==> src/rtl/operand_skew_a_pkg.sv <==
// Shared definitions for the A-side operand path (input line buffer and skew stage).
package operand_skew_a_pkg;

    // Tile sequencing states shared by the buffer and the skew stage
    typedef enum logic [1:0] {
        IDLE   = 2'd0,
        STREAM = 2'd1,
        DRAIN  = 2'd2
    } skew_state_t;

    localparam int DEFAULT_ROWS       = 4;
    localparam int DEFAULT_COLS       = 64;
    localparam int DEFAULT_DATA_WIDTH = 16;

endpackage

==> src/rtl/skew_delay_line.sv <==
// DEPTH-stage shift register carrying one operand plus a real-data flag.
// A depth of zero collapses to a straight wire so row 0 needs no special case.
module skew_delay_line #(
    parameter int DEPTH      = 1,
    parameter int DATA_WIDTH = 16
) (
    input  logic                  clk,
    input  logic                  rst,
    input  logic                  adv,
    input  logic [DATA_WIDTH-1:0] in_data,
    input  logic                  in_flag,
    output logic [DATA_WIDTH-1:0] out_data,
    output logic                  out_flag
);

    generate
        if (DEPTH == 0) begin : g_wire
            logic unused_ctrl;
            assign unused_ctrl = ^{clk, rst, adv};
            assign out_data    = in_data;
            assign out_flag    = in_flag;
        end else begin : g_chain
            logic [DATA_WIDTH-1:0] data_q [DEPTH];
            logic [DEPTH-1:0]      flag_q;

            // Shift the whole chain one step on every advance; reset drops all contents
            always_ff @(posedge clk or posedge rst) begin
                if (rst) begin
                    for (int i = 0; i < DEPTH; i++) begin
                        data_q[i] <= '0;
                    end
                    flag_q <= '0;
                end else if (adv) begin
                    data_q[0] <= in_data;
                    flag_q[0] <= in_flag;
                    for (int i = 1; i < DEPTH; i++) begin
                        data_q[i] <= data_q[i-1];
                        flag_q[i] <= flag_q[i-1];
                    end
                end
            end

            assign out_data = data_q[DEPTH-1];
            assign out_flag = flag_q[DEPTH-1];
        end
    endgenerate

endmodule

==> src/rtl/operand_skew_a.sv <==
// Operand skew stage: delays row r by r beats so columns enter the systolic
// array on a diagonal wavefront, then flushes with ROWS-1 zero beats per tile.
module operand_skew_a
    import operand_skew_a_pkg::*;
#(
    parameter int ROWS       = DEFAULT_ROWS,
    parameter int COLS       = DEFAULT_COLS,
    parameter int DATA_WIDTH = DEFAULT_DATA_WIDTH
) (
    input  logic                       clk,
    input  logic                       rst,
    input  logic                       in_valid,
    output logic                       in_ready,
    input  logic [ROWS*DATA_WIDTH-1:0] in_data,
    output logic                       out_valid,
    input  logic                       out_ready,
    output logic [ROWS*DATA_WIDTH-1:0] out_data,
    output logic [ROWS-1:0]            out_row_valid,
    output logic                       busy,
    output logic                       tile_done
);

    localparam int CW  = $clog2(COLS) + 1;
    localparam int DCW = $clog2(ROWS) + 1;

    skew_state_t                          state;
    logic [CW-1:0]                        col_cnt;
    logic [DCW-1:0]                       drain_cnt;

    logic                                 accept;
    logic                                 adv;
    logic                                 last_col;
    logic                                 drain_last;
    logic                                 final_adv;
    logic [ROWS*DATA_WIDTH-1:0]           head_data;
    logic                                 head_flag;
    logic [ROWS-1:0][DATA_WIDTH-1:0]      tail_data;
    logic [ROWS-1:0]                      tail_flag;

    // The stage can take a column whenever the output slot is free or emptying,
    // except while flushing the diagonal
    assign in_ready   = (state != DRAIN) && (!out_valid || out_ready);
    assign accept     = in_valid && in_ready;
    assign adv        = (!out_valid || out_ready) && (accept || state == DRAIN);
    assign busy       = (state != IDLE);

    assign last_col   = (state == IDLE && COLS == 1) ||
                        (state == STREAM && int'(col_cnt) == COLS - 1);
    assign drain_last = (int'(drain_cnt) == ROWS - 2);

    // With a single row there is no flush, so the tile ends on its last input beat
    assign final_adv  = (ROWS == 1) ? (accept && last_col)
                                    : (adv && state == DRAIN && drain_last);

    // During the flush the chain heads are fed zero pads instead of upstream data
    assign head_data  = (state == DRAIN) ? '0 : in_data;
    assign head_flag  = (state != DRAIN);

    generate
        for (genvar r = 0; r < ROWS; r++) begin : g_row
            skew_delay_line #(
                .DEPTH      (r),
                .DATA_WIDTH (DATA_WIDTH)
            ) u_line (
                .clk      (clk),
                .rst      (rst),
                .adv      (adv),
                .in_data  (head_data[r*DATA_WIDTH +: DATA_WIDTH]),
                .in_flag  (head_flag),
                .out_data (tail_data[r]),
                .out_flag (tail_flag[r])
            );
        end
    endgenerate

    // Tile sequencing: count accepted columns, then count flush beats
    always_ff @(posedge clk or posedge rst) begin
        if (rst) begin
            state     <= IDLE;
            col_cnt   <= '0;
            drain_cnt <= '0;
        end else begin
            case (state)
                IDLE: begin
                    if (accept) begin
                        if (COLS == 1) begin
                            col_cnt <= '0;
                            if (ROWS == 1) state <= IDLE;
                            else           state <= DRAIN;
                        end else begin
                            col_cnt <= CW'(1);
                            state   <= STREAM;
                        end
                    end
                end
                STREAM: begin
                    if (accept) begin
                        if (last_col) begin
                            col_cnt <= '0;
                            if (ROWS == 1) state <= IDLE;
                            else           state <= DRAIN;
                        end else begin
                            col_cnt <= col_cnt + CW'(1);
                        end
                    end
                end
                DRAIN: begin
                    if (adv) begin
                        if (drain_last) begin
                            drain_cnt <= '0;
                            state     <= IDLE;
                        end else begin
                            drain_cnt <= drain_cnt + DCW'(1);
                        end
                    end
                end
                default: state <= IDLE;
            endcase
        end
    end

    // Output register: load chain tails on advance, empty on a transfer with
    // nothing behind it, otherwise hold; tile_done rides with the final column
    always_ff @(posedge clk or posedge rst) begin
        if (rst) begin
            out_valid     <= 1'b0;
            out_data      <= '0;
            out_row_valid <= '0;
            tile_done     <= 1'b0;
        end else if (adv) begin
            out_valid     <= 1'b1;
            out_data      <= tail_data;
            out_row_valid <= tail_flag;
            tile_done     <= final_adv;
        end else if (out_ready) begin
            out_valid     <= 1'b0;
            tile_done     <= 1'b0;
        end
    end

endmodule

==> config.mk <==
export PLATFORM = sky130hd
export DESIGN_NAME = operand_skew_a
export DESIGN_NICKNAME = d
export VERILOG_FILES = /design/src/rtl/operand_skew_a_pkg.sv /design/src/rtl/skew_delay_line.sv /design/src/rtl/operand_skew_a.sv
export SDC_FILE = /design/constraint.sdc
export NUM_CORES = 1
export LEC_CHECK = 0
export BUFFER_PORTS_ARGS = -buffer_cell sky130_fd_sc_hd__buf_4
export CORE_MARGIN = 2
export CORE_UTILIZATION = 30
export CTS_CLUSTER_DIAMETER = 50
export DETAILED_ROUTE_END_ITERATION = 10
export GPL_TIMING_DRIVEN = 1
export PLACE_DENSITY = 0.48
export SLEW_MARGIN = 10
export SYNTH_ARGS = -nofsm -noshare
export SYNTH_HDL_FRONTEND = slang
export SYNTH_SLANG_ARGS = --single-unit
export TNS_END_PERCENT = 20
==> constraint.sdc <==
create_clock -name clk -period 8.4 [get_ports clk]
set_input_delay 0.84 -clock clk [delete_from_list [all_inputs] [get_ports clk]]
set_output_delay 0.84 -clock clk [all_outputs]
set_load 0.02 [all_outputs]
# Word-level counts from Yosys, hierarchy flattened
# Index checks and enable logic that the tools add are counted.
word_totals:
  input_bits: 68
  wordCells: 59
  regBits: 184
  out_inout_bits: 72
classes:
  eq_ne: 10
  n_reduce_logical: 16
  add_sub_neg: 2
  mux: 15
ops:
  columns: ["op", "n"]
  rows:
  - ["$mux 64", 1]
  - ["$mux 7", 3]
  - ["$pmux 7 s2", 1]
  - ["$ne 2x2->1 const B", 6]
  - ["$mux 2", 5]
  - ["$add 7x1->7 const B", 1]
  - ["$eq 7x7->1 const B", 1]
  - ["$logic_and 1x1->1", 6]
  - ["$pmux 2 s3", 1]
  - ["$reduce_bool 2->1", 3]
  - ["$reduce_and 5->1", 1]
  - ["$add 3x1->3 const B", 1]
  - ["$eq 3x3->1 const B", 1]
  - ["$mux 1", 3]
  - ["$mux 3", 1]
  - ["$reduce_and 3->1", 1]
  - ["$eq 2x1->1 const B", 1]
  - ["$eq 2x2->1 const B", 1]
  - ["$logic_not 2->1", 1]
  - ["$logic_or 1x1->1", 2]
  - ["$reduce_and 2->1", 1]
  - ["$logic_not 1->1", 1]

# Logic depth before layout (Yosys ltp)
depth:
  depth_word: 9
  depth_mapped: 8

# Modules after synthesis
# Synthesis repeated with hierarchy kept, for this count alone.
hier_totals:
  hier_cells: 562
  area_unflattened_um2: 8361.8
modules_own_cells:
  columns: ["mod", "area_per_inst_um2", "cells_per_inst", "instances"]
  rows:
  - ["operand_skew_a", 3729.8, 294, 1]
  - ["skew_delay_line at g_row[3].u_line", 2273.4, 125, 1]
  - ["skew_delay_line at g_row[2].u_line", 1541.5, 89, 1]
  - ["skew_delay_line at g_row[1].u_line", 689.4, 37, 1]
  - ["skew_delay_line at g_row[0].u_line", 127.6, 17, 1]

# Worst setup path before layout
# OpenSTA, ideal clock, no wires.
synth_timing:
  kind: "input to output"
  startpoint: "input out_ready"
  endpoint: "output in_ready"
  required_time_ps: 7560
  path_buffers: 0
  stages: 2
  path_slack_ps: 6311
  arrival_time_ps: 1249
  cell_sequence: "nor2b_1 > nor2_1"
synth_between:
  elab_chain_cells: 2
synth_rtl:
  columns: ["element", "line", "source"]
  rows:
  - ["from (decl)", "operand_skew_a.sv:16", "input logic out_ready,"]
  - ["$logic_or 1x1->1", "operand_skew_a.sv:42", "assign in_ready = (state != DRAIN) && (!out_valid || out_ready);"]
  - ["$logic_and 1x1->1", "operand_skew_a.sv:42", null]
  - ["to (decl)", "operand_skew_a.sv:13", "output logic in_ready,"]
# Every way passes these cells.

# Final worst setup path
layout_timing:
  startpoint: "input out_ready"
  endpoint: "register out_data[1]"
layout_between:
  elab_chain_cells: 5
layout_rtl:
  columns: ["element", "line", "source"]
  rows:
  - ["$logic_or 1x1->1 (*)", "operand_skew_a.sv:42, operand_skew_a.sv:44", null]
  - ["$logic_and 1x1->1", "operand_skew_a.sv:42", null]
  - ["$logic_and 1x1->1", "operand_skew_a.sv:43", "assign accept = in_valid && in_ready;"]
  - ["$logic_or 1x1->1", "operand_skew_a.sv:44", "assign adv = (!out_valid || out_ready) && (accept || state == DRAIN);"]
  - ["$logic_and 1x1->1 (*)", "operand_skew_a.sv:44", null]
  - ["to (signal assigned)", "operand_skew_a.sv:132", "out_data <= tail_data;"]
  - ["to (decl)", "operand_skew_a.sv:17", "output logic [ROWS*DATA_WIDTH-1:0] out_data,"]
# Mark *: on every way between the ends. The rest lies on a longest branch, timed or not.
# A chain may end at the register's enable or synchronous reset.

==> flow_summary.yaml <==
synthesis:
  ys_seq_area_share_pct: 61.9
  netlist_instances: 433
  synthTopCellsByArea: "dfrtp_1, mux2_4, a22o_1"
  netlist.area_leader.share_pct: 61.9
  avgSynthCellArea_um2: 16.6
  syn_nets: 502
  yosysTopAreaCell: "dfrtp_1"
  synthDistinctLibCells: 37
  ys_warn_count: 0
  ys_ff_latch: 178
  netlist_area_mm2: 0.00720
finish:
  syn_to_final_growth_pct: 24.5
  layout_commonest_cell: "dfrtp_1"
  final_cell_area_mm2: 0.00896
  antennaDiodeCount: 0
  nNetsFinal: 632
  drive_above_1_share_pct: 48.4
  final_cell_mix: "dfrtp_1, buf_4, mux2_4, a22o_1, clkbuf_16"
  final_core_util_pct: 38.1
power_and_ir_drop:
  clock_power_share_pct: 28.7
  p_int_uw: 1920
  power.share.switching_pct: 30.0
  ir_drop_uv: 144
  power_density_mw_per_mm2: 306
  p_switching_uw: 823
  p_leak_uw: 0.00439
  total_power_uw: 2740
  p_seq_share_pct: 44.4
  p_comb_share_pct: 26.9
routing:
  top_layer: "met4"
  viasPerCell: 4.42
  wl_met2_um: 6470
  drt_wl_total_um: 14200
  vias: 3960
  wl_per_cell_um: 15.9
  ant_nets: 0
  wl_met3_um: 619
  met1Wirelength_um: 6910
  drtPass1Iterations: 4
  drcViolationCount: 0
  drt_iter0_drc: 153
critical_path:
  rr_worst_depth: 5
  crit_type: "in -> reg"
  crit_end: "out_data[1]$_DFFE_PP0P_"
  startpoint: "out_ready"
  end_kind: "register"
  required_ps: 8750
  crit_fanout: 35
  r2r-start: "out_valid$_DFFE_PP0P_"
  rrSetupSlack_ps: 6010
  cp.arrival_ps: 2870
  r2r-end: "out_data[1]$_DFFE_PP0P_"
  start_kind: "input pin"
placed_design:
  dp_hpwl_um: 8860
  numPortBuffers: 139
  placed_cell_area_mm2: 0.00836
  gp_congestion: 0.720
clock_tree:
  clkTransAtPathRegs_ps: 70
  worstSkewPairLatency_ps: 420
  root_buffer: "clkbuf_16"
  cts_sinks: 178
  cts_tree: "yes"
  htreeDepth: 4
  cts_buffer_depth: 2
  cts.repair.resized: 0
  postCtsSetupBuffers: 0
  cts_buffers: 17
  holdBufCountCts: 0
floorplan:
  rows: 56
  core_area_mm2: 0.0235
  io_pins: 140
  start_util_pct: 30.6
  fp.dieW_um: 159
  die-area_mm2: 0.0253
  die_h_um: 159
timing:
  worst_hold_slack_ps: 498
  rsz0062_at_grt: "false"
  final_hold_viol_count: 0
  layout_min_cycle_time_ps: 2520
  worst_pin_slew_ps: 1170
  post-route-period-util_pct: 30.0
  setup-tns-final_ps: 0
  finalClockSkew_ps: 8.04
  fmax_mhz: 397
  maxSlewHeadroom_pct: 21.8
  report.final.slew_viol_count: 0
  setup_violations: 0
worst_hold_path:
  holdCritPathClass: "reg -> reg"
  hold-path-cell-count: 1
global_route:
  grt_pass1_wl_um: 23500
  grt_overflow: 0
  grt_pass1_vias: 4267
  antenna_found_initial: 0
  grt_max_degree: 165
  grt_usage_pct: 11.5
run_status:
  status: "finished clean"
flow_run:
  drv_cap: 0
state kept, by name, summed over array words and instances, names as in the netlist:
name and cells:
col_cnt 7, drain_cnt 3, g_row.u_line.g_chain.data_q 48, g_row.u_line.g_chain.flag_q 2
g_row.u_line.out_data 48, out_data 64, out_row_valid 2, out_valid 1
state 2, tile_done 1
critical path: stages:
cell and delay [ps]:
buf_4 90, nand2b_1 290, and2_4 220, nor2b_4 690, buf_4 510, a22o_1 200
power by group through the flow:
stage	Sequential (uW)	Clock, uW	Combinational (uW)
final	1220	788	738
after global routing	1250	855	788
after CTS	1220	821	748
after detailed placement	1230	0	746
after global placement	1220	0	733
after floorplan	1310	0	405
cell usage after synthesis, drive strengths merged:
| master | n |
|---|---|
| nand2 | 9 |
| xor2 | 1 |
| a31oi | 1 |
| nand2b | 6 |
| nor2 | 4 |
| o21a | 2 |
| o21bai | 1 |
| nor4 | 2 |
| nor2b | 4 |
| a21o | 1 |
| nor3 | 2 |
| nand4 | 1 |
| xnor2 | 1 |
| ha | 1 |
| nand3 | 4 |
| or3 | 1 |
| a22o | 66 |
| or2 | 1 |
| a21oi | 1 |
| a21boi | 1 |
| buf | 31 |
| mux2 | 99 |
| o21ai | 8 |
| a32o | 1 |
| mux2i | 1 |
| inv | 1 |
| and2 | 1 |
| nand3b | 1 |
| o211ai | 1 |
| dfrtp | 178 |
| nor3b | 1 |
cell families after synthesis:
family          synth area share, %
flops                          61.9
mux                            20.6
compound gates                 9.66
simple gates                   2.83
buf+inv                        4.64
xor+xnor                      0.243
fa+ha+maj                     0.174
through the flow:
stage,setup WS (ps),instances
2_1_floorplan,2730,433
3_3_place_gp,5460,863
3_5_place_dp,5410,863
4_1_cts,5850,895
5_1_grt,5750,895
6_report,5880,895
how the worst min path moves through the flow:
stage                             start                       end  slack [ps]
3_5_place_dp   drain_cnt[2]$_DFFE_PP0N_  drain_cnt[2]$_DFFE_PP0N_         480
2_1_floorplan  drain_cnt[2]$_DFFE_PP0N_  drain_cnt[2]$_DFFE_PP0N_         460
3_3_place_gp   drain_cnt[2]$_DFFE_PP0N_  drain_cnt[2]$_DFFE_PP0N_         480
4_1_cts        drain_cnt[2]$_DFFE_PP0N_  drain_cnt[2]$_DFFE_PP0N_         500
6_report       drain_cnt[2]$_DFFE_PP0N_  drain_cnt[2]$_DFFE_PP0N_         500
5_1_grt         out_data[3]$_DFFE_PP0P_   out_data[3]$_DFFE_PP0P_         520
per-layer routing:
layer / vias up / GRT usage, %
met5: - / 0
met4: 0 / 3.64
met3: 14 / 3.66
met2: 83 / 17.5
met1: 2027 / 15.7
li1: 1836 / -
cell type report:
type	instances	area [um^2]
clock buffer	17	425
clock inverter	15	175
fill	2242	14600
inverter	1	8.76
multi-input combinational	223	2420
sequential	178	4450
tap	319	399
timing repair buffer	142	1080
Note: power is estimated with default switching activity, not from simulation.
